**src/rtl/rbus_source_unit_pkg.sv**
```systemverilog
// Shared definitions for the R-bus source stage.
//   state_e        : FSM states of rbus_source_unit (IDLE / FETCH / HOLD)
//   sel_*()        : select-code helpers; the special codes sit directly above
//                    the GPR codes, and NRB is the all-ones code of the field.
package rbus_source_unit_pkg;

    typedef enum logic [1:0] {
        ST_IDLE  = 2'd0,
        ST_FETCH = 2'd1,
        ST_HOLD  = 2'd2
    } state_e;

    function automatic int sel_ra(input int num_gpr);
        return num_gpr;
    endfunction

    function automatic int sel_rap(input int num_gpr);
        return num_gpr + 1;
    endfunction

    function automatic int sel_slt(input int num_gpr);
        return num_gpr + 2;
    endfunction

    function automatic int sel_llt(input int num_gpr);
        return num_gpr + 3;
    endfunction

    function automatic int sel_nrb(input int sel_width);
        return (1 << sel_width) - 1;
    endfunction

endpackage

```
**src/rtl/rbus_source_unit_gpr.sv**
```systemverilog
// General register file for the R-bus source stage.
//   clk, rst_n : clock, asynchronous active-low reset (clears all registers)
//   wr_en      : write strobe, already qualified to GPR codes by the caller
//   wr_idx     : register written at the rising edge
//   wr_data    : data written
//   rd_idx     : register read combinationally
//   rd_data    : read data; a same-cycle write to rd_idx is forwarded
module rbus_gpr_file #(
    parameter int DATA_WIDTH = 16,
    parameter int NUM_GPR    = 8,
    parameter int IDX_W      = 3
) (
    input  logic                  clk,
    input  logic                  rst_n,
    input  logic                  wr_en,
    input  logic [IDX_W-1:0]      wr_idx,
    input  logic [DATA_WIDTH-1:0] wr_data,
    input  logic [IDX_W-1:0]      rd_idx,
    output logic [DATA_WIDTH-1:0] rd_data
);

    logic [DATA_WIDTH-1:0] mem_q [NUM_GPR];
    logic [DATA_WIDTH-1:0] mem_d [NUM_GPR];

    always_comb begin
        mem_d = mem_q;
        // Guard keeps indices past NUM_GPR harmless when NUM_GPR is not a power of two.
        if (wr_en && (int'(wr_idx) < NUM_GPR)) begin
            mem_d[wr_idx] = wr_data;
        end
    end

    always_comb begin
        rd_data = '0;
        if (int'(rd_idx) < NUM_GPR) begin
            rd_data = (wr_en && (wr_idx == rd_idx)) ? wr_data : mem_q[rd_idx];
        end
    end

    always_ff @(posedge clk or negedge rst_n) begin
        if (!rst_n) begin
            mem_q <= '{default: '0};
        end else begin
            mem_q <= mem_d;
        end
    end

endmodule

```
**src/rtl/rbus_source_unit.sv**
```systemverilog
// R-bus source stage: decodes the per-microinstruction source select and
// drives a registered R-bus word.
//   clk, rst_n            : clock, asynchronous active-low reset
//   sel_valid/sel         : source request and select code
//   slt_field             : short literal (zero-extended) for SLT
//   busy                  : request will not be accepted this cycle
//   wr_en/wr_sel/wr_data  : W-bus write into a GPR or RA
//   llt_req/llt_ack/llt_data : long-literal fetch handshake
//   rbus_valid/ready/data : R-bus output word
//   llt_timeout           : one-cycle pulse, fetch gave up (word 0 driven)
//   illegal_sel           : one-cycle pulse, reserved code accepted
//
// Handshake: a request is taken at the rising edge where sel_valid=1 and
// busy=0. An output word is transferred at the rising edge where
// rbus_valid=1 and rbus_ready=1; while rbus_valid=1 and rbus_ready=0 the word
// and rbus_valid stay unchanged. rbus_data reads 0 whenever rbus_valid=0.
module rbus_source_unit
    import rbus_source_unit_pkg::*;
#(
    parameter int DATA_WIDTH  = 16,
    parameter int NUM_GPR     = 8,
    parameter int SEL_WIDTH   = 4,
    parameter int SLT_WIDTH   = 8,
    parameter int RAP_STEP    = 1,
    parameter int LLT_TIMEOUT = 15
) (
    input  logic                  clk,
    input  logic                  rst_n,
    input  logic                  sel_valid,
    input  logic [SEL_WIDTH-1:0]  sel,
    input  logic [SLT_WIDTH-1:0]  slt_field,
    output logic                  busy,
    input  logic                  wr_en,
    input  logic [SEL_WIDTH-1:0]  wr_sel,
    input  logic [DATA_WIDTH-1:0] wr_data,
    output logic                  llt_req,
    input  logic                  llt_ack,
    input  logic [DATA_WIDTH-1:0] llt_data,
    output logic                  rbus_valid,
    input  logic                  rbus_ready,
    output logic [DATA_WIDTH-1:0] rbus_data,
    output logic                  llt_timeout,
    output logic                  illegal_sel
);

    localparam int IDX_W = (NUM_GPR > 1) ? $clog2(NUM_GPR) : 1;
    localparam int CNT_W = $clog2(LLT_TIMEOUT + 1);

    localparam logic [SEL_WIDTH-1:0] SEL_GPR_END = SEL_WIDTH'(NUM_GPR);
    localparam logic [SEL_WIDTH-1:0] SEL_RA      = SEL_WIDTH'(sel_ra(NUM_GPR));
    localparam logic [SEL_WIDTH-1:0] SEL_RAP     = SEL_WIDTH'(sel_rap(NUM_GPR));
    localparam logic [SEL_WIDTH-1:0] SEL_SLT     = SEL_WIDTH'(sel_slt(NUM_GPR));
    localparam logic [SEL_WIDTH-1:0] SEL_LLT     = SEL_WIDTH'(sel_llt(NUM_GPR));
    localparam logic [SEL_WIDTH-1:0] SEL_NRB     = SEL_WIDTH'(sel_nrb(SEL_WIDTH));

    if (NUM_GPR + 4 > (2 ** SEL_WIDTH) - 1) begin : g_sel_space_check
        $error("rbus_source_unit: NUM_GPR+4 must not exceed 2**SEL_WIDTH-1");
    end
    if (LLT_TIMEOUT < 1) begin : g_timeout_check
        $error("rbus_source_unit: LLT_TIMEOUT must be at least 1");
    end

    state_e                state_q, state_d;
    logic                  rbus_valid_q, rbus_valid_d;
    logic [DATA_WIDTH-1:0] rbus_data_q, rbus_data_d;
    logic [DATA_WIDTH-1:0] ra_q, ra_d;
    logic [CNT_W-1:0]      cnt_q, cnt_d;
    logic                  llt_timeout_q, llt_timeout_d;
    logic                  illegal_sel_q, illegal_sel_d;

    logic                  accept;
    logic                  sel_is_gpr;
    logic                  gpr_we;
    logic [DATA_WIDTH-1:0] gpr_rd_data;
    logic [DATA_WIDTH-1:0] ra_fwd;

    assign sel_is_gpr = (sel < SEL_GPR_END);
    assign gpr_we     = wr_en && (wr_sel < SEL_GPR_END);

    // RA value as seen this cycle: a same-cycle W-bus write wins over the stored value.
    assign ra_fwd = (wr_en && (wr_sel == SEL_RA)) ? wr_data : ra_q;

    assign busy   = (state_q != ST_IDLE) || (rbus_valid_q && !rbus_ready);
    assign accept = sel_valid && !busy;

    rbus_gpr_file #(
        .DATA_WIDTH (DATA_WIDTH),
        .NUM_GPR    (NUM_GPR),
        .IDX_W      (IDX_W)
    ) u_gpr (
        .clk     (clk),
        .rst_n   (rst_n),
        .wr_en   (gpr_we),
        .wr_idx  (IDX_W'(wr_sel)),
        .wr_data (wr_data),
        .rd_idx  (IDX_W'(sel)),
        .rd_data (gpr_rd_data)
    );

    always_comb begin
        state_d       = state_q;
        rbus_valid_d  = rbus_valid_q;
        rbus_data_d   = rbus_data_q;
        ra_d          = ra_fwd;
        cnt_d         = cnt_q;
        llt_timeout_d = 1'b0;
        illegal_sel_d = 1'b0;

        case (state_q)
            ST_IDLE: begin
                if (rbus_valid_q) begin
                    if (rbus_ready) begin
                        rbus_valid_d = 1'b0;
                        rbus_data_d  = '0;
                    end else begin
                        state_d = ST_HOLD;
                    end
                end
                // accept already implies the output slot is free this edge.
                if (accept) begin
                    if (sel_is_gpr) begin
                        rbus_valid_d = 1'b1;
                        rbus_data_d  = gpr_rd_data;
                    end else if (sel == SEL_RA) begin
                        rbus_valid_d = 1'b1;
                        rbus_data_d  = ra_fwd;
                    end else if (sel == SEL_RAP) begin
                        rbus_valid_d = 1'b1;
                        rbus_data_d  = ra_fwd;
                        ra_d         = ra_fwd + DATA_WIDTH'(RAP_STEP);
                    end else if (sel == SEL_SLT) begin
                        rbus_valid_d = 1'b1;
                        rbus_data_d  = DATA_WIDTH'(slt_field);
                    end else if (sel == SEL_LLT) begin
                        state_d = ST_FETCH;
                        cnt_d   = '0;
                    end else if (sel != SEL_NRB) begin
                        illegal_sel_d = 1'b1;
                    end
                end
            end

            ST_FETCH: begin
                // cnt_q holds the number of fetch cycles already spent, so the
                // last allowed cycle is the one where cnt_q == LLT_TIMEOUT-1.
                if (llt_ack) begin
                    rbus_valid_d = 1'b1;
                    rbus_data_d  = llt_data;
                    cnt_d        = '0;
                    state_d      = ST_IDLE;
                end else if (cnt_q == CNT_W'(LLT_TIMEOUT - 1)) begin
                    rbus_valid_d  = 1'b1;
                    rbus_data_d   = '0;
                    llt_timeout_d = 1'b1;
                    cnt_d         = '0;
                    state_d       = ST_IDLE;
                end else begin
                    cnt_d = cnt_q + 1'b1;
                end
            end

            ST_HOLD: begin
                if (rbus_ready) begin
                    rbus_valid_d = 1'b0;
                    rbus_data_d  = '0;
                    state_d      = ST_IDLE;
                end
            end

            default: begin
                state_d = ST_IDLE;
            end
        endcase
    end

    always_ff @(posedge clk or negedge rst_n) begin
        if (!rst_n) begin
            state_q       <= ST_IDLE;
            rbus_valid_q  <= 1'b0;
            rbus_data_q   <= '0;
            ra_q          <= '0;
            cnt_q         <= '0;
            llt_timeout_q <= 1'b0;
            illegal_sel_q <= 1'b0;
        end else begin
            state_q       <= state_d;
            rbus_valid_q  <= rbus_valid_d;
            rbus_data_q   <= rbus_data_d;
            ra_q          <= ra_d;
            cnt_q         <= cnt_d;
            llt_timeout_q <= llt_timeout_d;
            illegal_sel_q <= illegal_sel_d;
        end
    end

    assign llt_req     = (state_q == ST_FETCH);
    assign rbus_valid  = rbus_valid_q;
    assign rbus_data   = rbus_valid_q ? rbus_data_q : '0;
    assign llt_timeout = llt_timeout_q;
    assign illegal_sel = illegal_sel_q;

endmodule

```
**config.mk**
```make
export PLATFORM = sky130hd
export DESIGN_NAME = rbus_source_unit
export DESIGN_NICKNAME = d
export VERILOG_FILES = /design/src/rtl/rbus_source_unit_pkg.sv /design/src/rtl/rbus_source_unit_gpr.sv /design/src/rtl/rbus_source_unit.sv
export SDC_FILE = /design/constraint.sdc
export NUM_CORES = 1
export LEC_CHECK = 0
export CORE_MARGIN = 4
export CORE_UTILIZATION = 59
export CTS_CLUSTER_SIZE = 10
export DETAILED_ROUTE_END_ITERATION = 10
export PLACE_DENSITY_LB_ADDON = 0.08
export SLEW_MARGIN = 20
export SYNTH_ARGS = -nofsm -noshare
export SYNTH_HDL_FRONTEND = slang
export SYNTH_HIERARCHICAL = 1
export SYNTH_SLANG_ARGS = --single-unit
```
**constraint.sdc**
```tcl
create_clock -name clk -period 2.7 [get_ports clk]
set_input_delay 0.54 -clock clk [delete_from_list [all_inputs] [get_ports clk]]
set_output_delay 0.54 -clock clk [all_outputs]
set_load 0.005 [all_outputs]
```
; ---- After elaboration in Yosys (flattened, before gate mapping)
; Index checks and enable logic that the tools add are counted.
[op_classes]
n_lt_le_gt_ge = 5
n_mux = 67
addsub = 2
eq_ne = 18
n_reduce_logical = 17
bitwise_logic = 2
[ops]
columns = operator, n
row1 = $mux W16, 20
row2 = $bwmux W128, 1
row3 = $bmux W16 S3, 1
row4 = $demux W16 S3, 1
row5 = $pmux W16 S3, 1
row6 = $mux W4, 8
row7 = $eq A4 B4 Y1 const B, 6
row8 = $mux W2, 11
row9 = $mux W1, 21
row10 = $add A16 B1 Y16 const B, 1
row11 = $ne A2 B2 Y1 const B, 7
row12 = $ge A4 B4 Y1 const B, 2
row13 = $lt A4 B4 Y1 const B, 2
row14 = $not A3 Y4, 2
row15 = $pmux W4 S2, 1
row16 = $reduce_and A7 Y1, 1
row17 = $logic_and A1 B1 Y1, 6
row18 = $pmux W2 S3, 1
row19 = $add A4 B1 Y4 const B, 1
row20 = $lt A4 B1 Y1 const B, 1
row21 = $ne A4 B4 Y1 const B, 1
row22 = $reduce_and A2 Y1, 2
row23 = $reduce_bool A2 Y1, 2
row24 = $eq A3 B3 Y1, 1
row25 = 9 further kinds, 10
[word_totals]
inputBits = 54
ff_bits = 169
out_inout_bits = 21
wordCells = 126

; ---- Longest topological paths before layout
; Gate-level depths: netlist of the first run.
[depth]
ltp_word = 9
mapped_depth = 10
depth_no_buf = 9

; ---- Modules after synthesis
; The synthesis of the first run kept the hierarchy.
[by_module_without_submodules]
columns = module, instances, seq_area_each_um2, cells_each, area_each_um2
row1 = rbus_gpr_file, 1, 3203.1, 357, 6167.2
row2 = rbus_source_unit, 1, 1026.0, 385, 3338.2

; ---- Worst setup path after synthesis of the first run
; No wires, ideal clock.
[synth_timing]
kind = input to register
start = in sel[1]
end = reg rbus_data_q[7]
path_stages = 8
required_time_ns = 2.567
arrival_ns = 2.356
path_buffers = 2
path_slack_ns = 0.211
setup_time_ns = 0.133
cell_sequence = clkbuf_1 clkbuf_1 mux4_1 mux2_2 mux2_4 nor2b_1 a221oi_1 o22ai_1
[synth_between]
elab_chain_cells = 8
word_cells_on_any_way = 17
classes_between = order compare (1) / eq/ne (4) / mux (10) / bitwise (1) / reduce/logical (1)
[synth_lines]
columns = element, line
row1 = from (decl), rbus_source_unit.sv:30  ; input logic [SEL_WIDTH-1:0] sel,
row2 = $not A3 Y4 (not written as such), rbus_source_unit_gpr.sv:36  ; rd_data = (wr_en && (wr_idx == rd_idx)) ? wr_data : mem_q[rd_idx];
row3 = $bmux W16 S3, rbus_source_unit_gpr.sv:36
row4 = $mux W16 (not written as such) (2 in a row), rbus_source_unit_gpr.sv:36
row5 = $mux W16 (*), rbus_source_unit_gpr.sv:36
row6 = named net gpr_rd_data[7], rbus_source_unit.sv:74  ; logic [DATA_WIDTH-1:0] gpr_rd_data;
row7 = $mux W16 (*), rbus_source_unit.sv:121  ; if (sel_is_gpr) begin
row8 = $mux W16 (*), rbus_source_unit.sv:120  ; if (accept) begin
row9 = $pmux W16 S3 (*), rbus_source_unit.sv:109  ; case (state_q)
row10 = to (signal assigned), rbus_source_unit.sv:188  ; rbus_data_q <= rbus_data_d;
row11 = to (decl), rbus_source_unit.sv:65  ; logic [DATA_WIDTH-1:0] rbus_data_q, rbus_data_d;
; The timed path passes the listed nets; every way through them passes the cells marked *. The select of a mux whose other input is x is not followed.
; A chain may end at the register's enable or synchronous reset.

; ---- Final worst setup path of the first run
[layout_timing]
start = in wr_sel[2]
end = reg ra_q[12]
[layout_between]
elab_chain_cells = 9
[layout_lines]
columns = element, line
row1 = from (decl), rbus_source_unit.sv:34  ; input logic [SEL_WIDTH-1:0] wr_sel,
row2 = $eq A4 B4 Y1 (*), rbus_source_unit.sv:81  ; assign ra_fwd = (wr_en && (wr_sel == SEL_RA)) ? wr_data : ra_q;
row3 = $logic_and A1 B1 Y1 (*), rbus_source_unit.sv:81
row4 = $mux W16 (*), rbus_source_unit.sv:81
row5 = $add A16 B1 Y16, rbus_source_unit.sv:130  ; ra_d = ra_fwd + DATA_WIDTH'(RAP_STEP);
row6 = $mux W16, rbus_source_unit.sv:127  ; end else if (sel == SEL_RAP) begin
row7 = $mux W16, rbus_source_unit.sv:124  ; end else if (sel == SEL_RA) begin
row8 = $mux W16, rbus_source_unit.sv:121
row9 = $mux W16, rbus_source_unit.sv:120
row10 = $mux W16 (*), rbus_source_unit.sv:109
row11 = named net ra_d[12], rbus_source_unit.sv:66  ; logic [DATA_WIDTH-1:0] ra_q, ra_d;
row12 = to (signal assigned), rbus_source_unit.sv:189  ; ra_q <= ra_d;
row13 = to (decl), rbus_source_unit.sv:66
; The timed path passes the listed nets; every way through them passes the cells marked *.

==> results of run 1 <==
sequential cells by signal (all words and copies together) (netlist names):
register,flops
rbus_valid,1
llt_timeout,1
state_q,2
illegal_sel,1
u_gpr/mem_q,128
ra_q,16
rbus_data_q,16
cnt_q,4
kinds of logic after synthesis:
logic type | Yosys count | synth area share
muxes | 217 | 0.308
DFF | 169 | 0.445
and+or+nand+nor | 164 | 0.101
AOI/OAI and AO/OA | 104 | 0.0821
buffers and inverters | 60 | 0.0357
xor gates and xnor gates | 21 | 0.0193
adders and majority gates | 7 | 0.00921
metrics by stage:
stage / util / hold slack (ns) / power (mW) / std cells
CTS: 0.728 / 0.181 / 8.96 / 1094
global route: 0.728 / 0.203 / 9.43 / 1094
floorplan: - / 0.244 / 5.41 / 742
global placement: 0.690 / 0.459 / 6.28 / 1062
detailed placement: 0.690 / 0.475 / 6.42 / 1062
finish: 0.728 / 0.135 / 8.94 / 1094
critical path: cells and delay by family:
kind	cells	cell delay, ns
compound gates	1	0.20
simple gates	3	0.69
buf+inv	2	0.63
mux	2	0.27
xor+xnor	1	0.16
fa+ha+maj	1	0.22
metal layers:
metal  wire [microns]  track usage  part of all wire
met5                0            0                 0
met4              378       0.0700             0.016
met3             1330       0.0477             0.055
met2            11800        0.456              0.49
met1            10500        0.374              0.44
synth_stat cells, types with 3 or more instances:
library cell	count
a221oi_1	3
xor2_1	4
nor3_1	10
nor2_1	21
mux4_2	6
nand3_1	9
o211ai_1	6
buf_6	3
ha_1	7
o22ai_1	4
o2111ai_1	7
a221o_1	13
mux4_1	26
xnor2_1	17
mux2_4	13
a21o_1	3
a31oi_1	7
clkbuf_1	19
buf_4	4
nand2_1	54
buf_12	3
nor4_1	3
inv_1	15
dfrtp_1	169
and2_1	20
buf_2	14
nand2b_1	6
a22o_1	3
a21oi_1	18
mux2_1	6
and3_1	7
o211a_1	3
nand4b_1	3
nor2b_1	5
mux2_2	146
a22oi_1	3
o21ai_0	19
nand4_1	5
mux2i_1	19
report_power, final:
part	leakage, nW	internal [mW]	switching [mW]	total [mW]
Clock	0.301	1.46	1.05	2.51
Combinational	2.63	1.56	1.25	2.80
Sequential	2.08	3.20	0.430	3.63
final timing paths:
kind | depth (start not counted) | from | end | slack [ns]
max | 10 | wr_sel[2] | ra_q[12] | 0.29
max reg2reg | 7 | state_q[1] | rbus_data_q[10] | 0.50
max in group asynchronous | 2 | rst_n | u_gpr/mem_q[126] | 1.86
min | 1 | rst_n | cnt_q[2] | 0.14
min reg2reg | 1 | u_gpr/mem_q[125] | u_gpr/mem_q[125] | 0.49
min in group clk | 1 | u_gpr/mem_q[125] | u_gpr/mem_q[125] | 0.49
final cells by class:
type	instances	area share
Multi-Input combinational cell	513	0.429
Inverter	16	0.00521
Timing Repair Buffer	148	0.123
Clock buffer	21	0.0408
Sequential cell	169	0.367
Tap cell	216	0.0235
Clock inverter	11	0.0118
==> key figures, run 1 <==
Timing
  • Final setup fails: 0
  • Final worst path period share: 0.894
  • Fmax: 0.415 GHz
  • Final Max Slew Viols: 0
  • Endpoints failing hold: 0
  • Slew HR: 0.484
  • Minimum clock period: 2.41 ns
  • RSZ-0062 raised after global routing: false
  • Min setup slack post-route: 0.288 ns
  • Slew @ Worst Pin: 0.774 ns
  • Setup_tns: 0 ns
  • Worst Skew: 0.0112 ns

Layout
  • Post-route cell area: 11500 sq um
  • Most common cell after layout, fill and taps aside: dfrtp_1
  • Final nets: 926
  • Fraction of layout cells with a size suffix above 1: 0.337
  • Layout fillers: 1087
  • Area growth syn-to-layout: 21.2%
  • Area of the multi-input gates: 4940 sq um
  • Antenna diodes: 0
  • Storage cell area: 4230 sq um
  • Most frequent cells in the layout: dfrtp_1 (169), mux2_2 (146), clkdlybuf4s50_1 (72)

Power
  • PwrDens: 776 nW/um^2
  • Worst vdd ir: 0.598 mV
  • Leak: 5.01 nW

Routing
  • Detailed Routing Iterations Pass 1: 7
  • Drt drc: 0
  • DR iter-0 viols: 465
  • Vias: 6741
  • Post-route ant nets: 0
  • DR vias/cell: 6.16
  • Avg WL per Cell: 22.0 microns
  • Detailed Route WL: 24100 microns

Floorplan
  • Initial Util: 0.601
  • Die Span Y: 135 microns
  • Ports: 75
  • Die X: 135 microns
  • Die area: 18200 sq um
  • Core Region: 15800 sq um
  • Row count: 46

Setup path
  • Cell breakdown of the critical path: clkdlybuf4s50_1 > nand4bb_4 > nor2_4 > mux2_2 > ha_1 > o2111ai_4 > buf_4 > nor3_1 > xnor2_1 > mux2i_1
  • Critical-path maximum fanout: 4
  • Slowest CP cell: clkdlybuf4s50_1
  • Critical Path AT: 2.71 ns
  • CP Data Required Time: 3.00 ns
  • Type of origin of the critical path: primary input
  • WS Path Type: in -> reg
  • CP max stage delay: 0.44 ns
  • Worst setup EP type: flop

Hold path
  • HP Class: in -> async

Yosys
  • Syn. warnings: 6
  • Top cell type's share of synthesized area: 0.445
  • Mapped Nets: 803
  • Area contributors post-synth: dfrtp_1 (44%), mux2_2 (17%), mux4_1 (7.2%)
  • Cell count after synthesis: 742
  • Largest area contributor in the netlist: dfrtp_1
  • Number of synthesized register bits: 169
  • Synth unique cells: 72
  • Post-synth EDFFs: 0
  • Ys flop type: dfrtp_1
  • Post-synthesis async set-or-reset flop share: 1.00
  • Seq/Total Area, Yosys: 0.445
  • Post-Synthesis Cell Area: 9510 sq um
  • Syn Area/Cell: 12.8 sq um

Run status
  • Status: complete, no violations

GRT
  • Number of global-route vias before repair: 7037
  • Initial antenna violation count: 0
  • Global-route wire length before repair: 38800 microns
  • Congestion Overflow GR: 0
  • Largest net degree at the start of global routing: 80
  • GRT Overall Usage: 0.273

Placed design
  • Setup WS pre-CTS: -0.0863 ns
  • Placed Area: 10900 sq um
  • DPL Wire Length: 16500 microns
  • Port buffer count: 74
  • RD Place Congestion: 0.909

Clock network
  • Htree depth: 4
  • Sink Count: 169
  • CTS tree: built
  • Reg clk slew, reported paths: 0.07 ns
  • CTS max path bufs: 2
  • Post-CTS sizing: 0
  • Post-CTS setup buffers: 0
  • Clock Root Buffer: clkbuf_16
  • CTS Hold Bufs: 0
  • CTS Buf Count: 17
  • Worst-Skew Late Latency: 0.43 ns

Job
  • Max cap viols: 0
No activity file was read; power rests on OpenSTA's default activity.
==> run 2, diff against run 1 <==
CORE_ASPECT_RATIO = 0.5   (was default)
CORE_UTILIZATION = 53   (was 59)
SYNTH_HIERARCHICAL = default   (was 1)
clock period = 2 ns   (was 2.7 ns; I/O delays follow)
==> key figures, run 2 <==
Routing
  • Detailed Route WL: 26400 microns (was 24100 microns)
  • Post-route ant nets: 0 (unchanged)
  • Detailed Routing Iterations Pass 1: 5 (was 7)
  • Avg WL per Cell: 21.5 microns (was 22.0 microns)
  • DR iter-0 viols: 594 (was 465)
  • Drt drc: 0 (unchanged)
  • DR vias/cell: 6.07 (was 6.16)
  • Vias: 7452 (was 6741)

Yosys
  • Synth unique cells: 59 (was 72)
  • Syn. warnings: 0 (was 6)
  • Mapped Nets: 846 (was 803)
  • Synth top cells by count: dfrtp_1 (169), mux2_2 (143), nand2_1 (58), clkbuf_1 (33), nor2_1 (31) (was dfrtp_1 (169), mux2_2 (146), nand2_1 (54), mux4_1 (26), nor2_1 (21))
  • Ys flop type: dfrtp_1 (unchanged)
  • Top cell type's share of synthesized area: 0.460 (was 0.445)
  • Seq/Total Area, Yosys: 0.460 (was 0.445)
  • Post-synthesis async set-or-reset flop share: 1.00 (unchanged)
  • Area contributors post-synth: dfrtp_1 (46%), mux2_2 (18%), mux4_2 (5.9%) (was dfrtp_1 (44%), mux2_2 (17%), mux4_1 (7.2%))
  • Largest area contributor in the netlist: dfrtp_1 (unchanged)
  • Post-Synthesis Cell Area: 9200 sq um (was 9510 sq um)
  • Cell count after synthesis: 785 (was 742)
  • Dominant cell by count in the synthesized netlist: dfrtp_1 (unchanged)
  • Number of synthesized register bits: 169 (unchanged)
  • Syn Area/Cell: 11.7 sq um (was 12.8 sq um)
  • Post-synth EDFFs: 0 (unchanged)

Power
  • Comb pwr share: 0.336 (was 0.314)
  • Net Switching: 3.90 mW (was 2.73 mW)
  • PwrDens: 1010 nW/um^2 (was 776 nW/um^2)
  • Clock network fraction of design power: 0.271 (was 0.280)
  • Worst vdd ir: 0.608 mV (was 0.598 mV)
  • Switching share of power: 0.316 (was 0.305)
  • Tot Pwr: 12.3 mW (was 8.94 mW)
  • Leak: 5.60 nW (was 5.01 nW)
  • Internal power: 8.44 mW (was 6.21 mW)
  • Flop pwr share: 0.393 (was 0.406)

Run status
  • Status: complete, no violations (unchanged)

Placed design
  • RD Place Congestion: 0.940 (was 0.909)
  • DPL Wire Length: 18500 microns (was 16500 microns)
  • Port buffer count: 74 (unchanged)

Setup path
  • Cell breakdown of the critical path: mux4_2 > mux2_4 > a222oi_1 > a211oi_1 > a221o_1 (was clkdlybuf4s50_1 > nand4bb_4 > nor2_4 > mux2_2 > ha_1 > o2111ai_4 > buf_4 > nor3_1 > xnor2_1 > mux2i_1)
  • CP max stage delay: 0.47 ns (was 0.44 ns)
  • Type of origin of the critical path: flop (was primary input)
  • R2R Path End: rbus_data_q[13] (was rbus_data_q[10])
  • Reg2reg start: u_gpr.mem_q[13] (was state_q[1])
  • Crit path buf inv count: 0 (was 2)
  • Critical Path AT: 2.28 ns (was 2.71 ns)
  • Worst setup EP type: flop (unchanged)
  • Slowest CP cell: mux4_2 (was clkdlybuf4s50_1)
  • Top delay family on crit path: multiplexers (was simple AND/OR/NAND/NOR gates)
  • Critical-path maximum fanout: 2 (was 4)
  • Critical Path Start: u_gpr.mem_q[13] (was wr_sel[2])
  • R2R depth: 5 (was 7)
  • WS Path Type: reg -> reg (was in -> reg)
  • Reg-to-reg slack, setup: 0.04 ns (was 0.50 ns)
  • CP Data Required Time: 2.32 ns (was 3.00 ns)

Timing
  • Final worst path period share: 0.979
  • Final hold slack: 0.502 ns (was 0.135 ns)
  • Endpoints failing hold: 0 (unchanged)
  • RSZ-0062 raised after global routing: true (was false)
  • Slew @ Worst Pin: 0.594 ns (was 0.774 ns)
  • Slew HR: 0.604 (was 0.484)
  • Fmax: 0.511 GHz
  • Final setup fails: 0 (unchanged)
  • Final Max Slew Viols: 0 (unchanged)
  • Worst Skew: 0.00934 ns (was 0.0112 ns)
  • Minimum clock period: 1.96 ns

Floorplan
  • Row count: 33 (was 46)
  • Initial Util: 0.551 (was 0.601)
  • Die X: 194 microns (was 135 microns)
  • Core Region: 16700 sq um (was 15800 sq um)
  • Die Span Y: 101 microns (was 135 microns)
  • Ports: 75 (unchanged)
  • Die area: 19700 sq um (was 18200 sq um)

Clock network
  • Sink Count: 169 (unchanged)
  • CTS Buf Count: 17 (unchanged)
  • Clock Root Buffer: clkbuf_16 (unchanged)
  • CTS tree: built (unchanged)
  • Reg clk slew, reported paths: 0.07 ns (about the same)
  • CTS max path bufs: 2 (unchanged)
  • Worst-Skew Late Latency: 0.43 ns (about the same)
  • Htree depth: 4 (unchanged)

Layout
  • Most flop-heavy register: u_gpr.mem_q (was u_gpr/mem_q)
  • Max reg flops: 128 (unchanged)
  • Antenna diodes: 0 (unchanged)
  • Fraction of layout cells with a size suffix above 1: 0.418 (was 0.337)
  • Area growth syn-to-layout: 33.4% (was 21.2%)
  • Most frequent cells in the layout: dfrtp_1 (168), buf_4 (144), mux2_2 (141) (was dfrtp_1 (169), mux2_2 (146), clkdlybuf4s50_1 (72))
  • Final nets: 1050 (was 926)
  • Top Registers: u_gpr.mem_q x128, ra_q x16, rbus_data_q x16 (was u_gpr/mem_q x128, ra_q x16, rbus_data_q x16)
  • Most common cell after layout, fill and taps aside: dfrtp_1 (unchanged)

GRT
  • Largest net degree at the start of global routing: 53 (was 80)
  • Number of global-route vias before repair: 7577 (was 7037)
  • Met1 GRT Util: 0.398 (was 0.374)
  • GR peak layer: met2 (unchanged)
  • Congestion Overflow GR: 0 (unchanged)
  • GR met3 Demand/Resource: 0.0611 (was 0.0477)
  • Global-route wire length before repair: 42100 microns (was 38800 microns)
  • Met2 Resource Use GR: 0.423 (was 0.456)
  • GRT Overall Usage: 0.275 (was 0.273)
  • Initial antenna violation count: 0 (unchanged)

Job
  • Max cap viols: 0 (unchanged)

Hold path
  • Hold Path Stages: 2
  • HP Class: reg -> reg (was in -> async)
  • HP Start: u_gpr.mem_q[123]
  • Hold Path End: u_gpr.mem_q[123]
## run 2: final cells by class
class                      instances  area (sq um)
clock buffer                      19           443
clock inverter                    12           139
fill                            1150          4410
inverter                          10          37.5
multi-input combinational        551          4910
sequential                       169          4230
tap                              227           284
timing repair buffer             240          2230
## run 2: metrics by stage
| step | cells | setup WS [ns] | util | TNS, ns | instance area, sq um |
|---|---|---|---|---|---|
| 2_1_floorplan | 785 | -0.219 | - | -1.27 | 9350 |
| 5_1_grt | 1228 | -0.0318 | 0.736 | -0.0734 | 12300 |
| 4_1_cts | 1220 | -0.0295 | 0.721 | -0.166 | 12000 |
| 6_report | 1228 | 0.0428 | 0.736 | 0 | 12300 |
| 3_5_place_dp | 1181 | -0.615 | 0.678 | -37.87 | 11300 |
| 3_3_place_gp | 1181 | -0.572 | 0.678 | -34.25 | 11300 |
## run 2: per-layer routing
layer / vias up / routed length [microns]
met3: 42 / 1810
met1: 3829 / 12300
li1: 3328 / -
met5: - / 0
met2: 253 / 11900
met4: 0 / 468
## run 2: worst max-delay path by stage
stage | to | slack, ns | depth (start not counted)
3_5_place_dp | rbus_data_q[2] | -0.61 | 10
5_1_grt | rbus_data_q[13] | -0.03 | 5
2_1_floorplan | ra_q[4] | -0.22 | 11
3_3_place_gp | rbus_data_q[13] | -0.57 | 7
6_report | rbus_data_q[13] | 0.04 | 5
4_1_cts | rbus_data[6] | -0.03 | 3
## run 2: kinds of logic (layout without fill, tap and decap cells)
family	Yosys count	in the layout	share of synthesized area
multiplexers	193	193	0.262
AND/OR/NAND/NOR	192	192	0.110
flip-flops	169	169	0.460
AO/OA/AOI/OAI	134	134	0.102
buffers and inverters	65	281	0.0327
XOR/XNOR	25	25	0.0238
adder cells (fa/ha/maj)	7	7	0.00952
## run 2: power groups by stage
| stage | logic [mW] | clock network [mW] | registers [mW] |
|---|---|---|---|
| floorplan | 2.38 | 0 | 4.70 |
| global placement | 3.76 | 0 | 4.81 |
| detailed placement | 3.85 | 0 | 4.87 |
| CTS | 3.92 | 3.36 | 4.82 |
| global route | 4.50 | 3.52 | 4.94 |
| finish | 4.14 | 3.34 | 4.85 |
## run 2: worst reg2reg max path, stage by stage, from the launching register on
cell	delay (ns)
dfrtp_1	0.37
mux4_2	0.47
mux2_4	0.30
a222oi_1	0.34
a211oi_1	0.09
a221o_1	0.27
## run 2: repair_timing
action / CTS / global route
hold buffers: 1 / 0
pin swaps: 9 / 12
endpoints found under the setup margin: 41 / 36
gates resized for setup: 32 / 40
setup buffers: 6 / 7
gates cloned: 1 / 2
endpoints found under the hold margin: 45 / 0
==> run 3, diff against run 2 <==
CORE_MARGIN = default   (was 4)
==> key figures, run 3 (synthesized netlist as in run 2, its figures left out) <==
Floorplan
  • Die X: 188 microns (was 194 microns)
  • Die Span Y: 95.1 microns (was 101 microns)
  • Initial Util: 0.551 (unchanged)
  • Ports: 75 (unchanged)
  • Core Region: 16700 sq um (unchanged)
  • Row count: 33 (unchanged)
  • Die area: 17900 sq um (was 19700 sq um)

Timing
  • Final worst path period share: 0.985 (was 0.979)
  • Min setup slack post-route: 0.0293 ns (was 0.0428 ns)
  • Slew @ Worst Pin: 0.418 ns (was 0.594 ns)
  • Slew HR: 0.713 (was 0.604)
  • RSZ-0062 raised after global routing: true (unchanged)
  • Final setup fails: 0 (unchanged)
  • Fmax: 0.507 GHz (was 0.511 GHz)
  • Endpoints failing hold: 0 (unchanged)
  • Final Max Slew Viols: 0 (unchanged)
  • Minimum clock period: 1.97 ns (was 1.96 ns)
  • Setup_tns: 0 ns (unchanged)
  • Worst Skew: 0.00707 ns (was 0.00934 ns)
  • Final hold slack: 0.443 ns (was 0.502 ns)

Routing
  • DR vias/cell: 6.09 (was 6.07)
  • Avg WL per Cell: 21.4 microns (was 21.5 microns)
  • Post-route ant nets: 0 (unchanged)
  • Drt drc: 0 (unchanged)
  • Vias: 7442 (was 7452)
  • Detailed Routing Iterations Pass 1: 5 (unchanged)
  • DR iter-0 viols: 572 (was 594)
  • Detailed Route WL: 26100 microns (was 26400 microns)

Layout
  • Fraction of layout cells with a size suffix above 1: 0.418 (about the same)
  • Max reg flops: 128 (unchanged)
  • Final nets: 1043 (was 1050)
  • Antenna diodes: 0 (unchanged)
  • Area growth syn-to-layout: 31.8% (was 33.4%)
  • Most frequent cells in the layout: dfrtp_1 (169), mux2_2 (142), buf_4 (142) (was dfrtp_1 (168), buf_4 (144), mux2_2 (141))
  • Finished Core Util: 0.727 (was 0.736)
  • Most flop-heavy register: u_gpr.mem_q (unchanged)
  • Top Registers: u_gpr.mem_q x128, ra_q x16, rbus_data_q x16 (unchanged)
  • Most common cell after layout, fill and taps aside: dfrtp_1 (unchanged)

Setup path
  • Crit path buf inv count: 0 (unchanged)
  • Reg-to-reg slack, setup: 0.03 ns (was 0.04 ns)
  • Top delay family on crit path: multiplexers (unchanged)
  • Type of origin of the critical path: flop (unchanged)
  • CP Data Required Time: 2.33 ns (was 2.32 ns)
  • Worst setup EP type: flop (unchanged)
  • WS Path Type: reg -> reg (unchanged)
  • Reg2reg start: u_gpr.mem_q[77] (was u_gpr.mem_q[13])
  • Critical-path maximum fanout: 2 (unchanged)
  • Stages on the worst setup path: 5 (unchanged)
  • Critical Path AT: 2.30 ns (was 2.28 ns)
  • CP max stage delay: 0.47 ns (about the same)
  • R2R Path End: rbus_data_q[13] (unchanged)
  • Slowest CP cell: mux4_2 (unchanged)
  • R2R depth: 5 (unchanged)
  • Cell breakdown of the critical path: mux4_2 > mux2_4 > a222oi_1 > a211oi_1 > a221o_1 (unchanged)

GRT
  • Largest net degree at the start of global routing: 41 (was 53)
  • Global-route wire length before repair: 40700 microns (was 42100 microns)
  • Initial antenna violation count: 0 (unchanged)
  • GRT Overall Usage: 0.304 (was 0.275)
  • Congestion Overflow GR: 0 (unchanged)
  • Number of global-route vias before repair: 7346 (was 7577)

Placed design
  • DPL Wire Length: 18500 microns (about the same)
  • RD Place Congestion: 0.955 (was 0.940)
  • Port buffer count: 74 (unchanged)
  • Setup WS pre-CTS: -0.712 ns (was -0.615 ns)

Hold path
  • HP Class: in -> async (was reg -> reg)

Clock network
  • CTS max path bufs: 2 (unchanged)
  • Reg clk slew, reported paths: 0.07 ns (about the same)
  • CTS Buf Count: 17 (unchanged)
  • Worst-Skew Late Latency: 0.44 ns (was 0.43 ns)
  • Clock Root Buffer: clkbuf_16 (unchanged)
  • CTS tree: built (unchanged)
  • Sink Count: 169 (unchanged)
  • Htree depth: 4 (unchanged)

Power
  • Leak: 5.45 nW (was 5.60 nW)
  • Worst vdd ir: 0.620 mV (was 0.608 mV)
  • Tot Pwr: 12.3 mW (about the same)
  • PwrDens: 1020 nW/um^2 (was 1010 nW/um^2)

Job
  • Max cap viols: 0 (unchanged)

Run status
  • Status: complete, no violations (unchanged)
[run 3: worst max path at each step]
stage                     slack, ns             from              end
after floorplan               -0.22        wr_sel[1]          ra_q[4]
after detailed placement      -0.71           sel[2]   rbus_data_q[7]
after CTS                    0.0007        wr_sel[0]  rbus_data_q[13]
after global routing          -0.05  u_gpr.mem_q[77]  rbus_data_q[13]
after global placement        -0.61           sel[2]   rbus_data_q[7]
final                          0.03  u_gpr.mem_q[77]  rbus_data_q[13]
[run 3: cell type report]
type | count | area (sq um)
clock inverter | 14 | 169
fill | 1178 | 4560
clock buffer | 18 | 439
sequential | 169 | 4230
inverter | 10 | 37.5
tap | 227 | 284
multi-input combinational | 551 | 4900
timing repair buffer | 233 | 2060
[run 3: power breakdown]
group | leakage, nW | switching (mW) | total (mW) | internal (mW)
clock network | 0.300 | 1.56 | 3.39 | 1.83
logic | 3.06 | 1.89 | 4.10 | 2.21
registers | 2.10 | 0.562 | 4.84 | 4.28
total | 5.45 | 4.02 | 12.3 | 8.32
[run 3: stage by stage]
step	cell area [sq um]	cells
2_1_floorplan	9350	785
3_3_place_gp	11300	1178
3_5_place_dp	11300	1178
4_1_cts	12000	1220
5_1_grt	12100	1222
6_report	12100	1222
[run 3: per-layer routing]
layer	part of all wire	GRT usage	wire length [microns]
met4	0.017	0.102	455
met3	0.072	0.0659	1890
met2	0.45	0.471	11900
met1	0.46	0.427	11900
met5	0	0	0
[run 3: timing repair]
| action | 4_1_cts | 5_1_grt |
|---|---|---|
| hold endpoints to repair | 33 | 0 |
| resized for setup | 38 | 35 |
| buffers inserted | 8 | 3 |
| cloned | 1 | 0 |
| endpoints found under the setup margin | 48 | 25 |
| hold buffers | 1 | 0 |
| pin swaps | 4 | 7 |
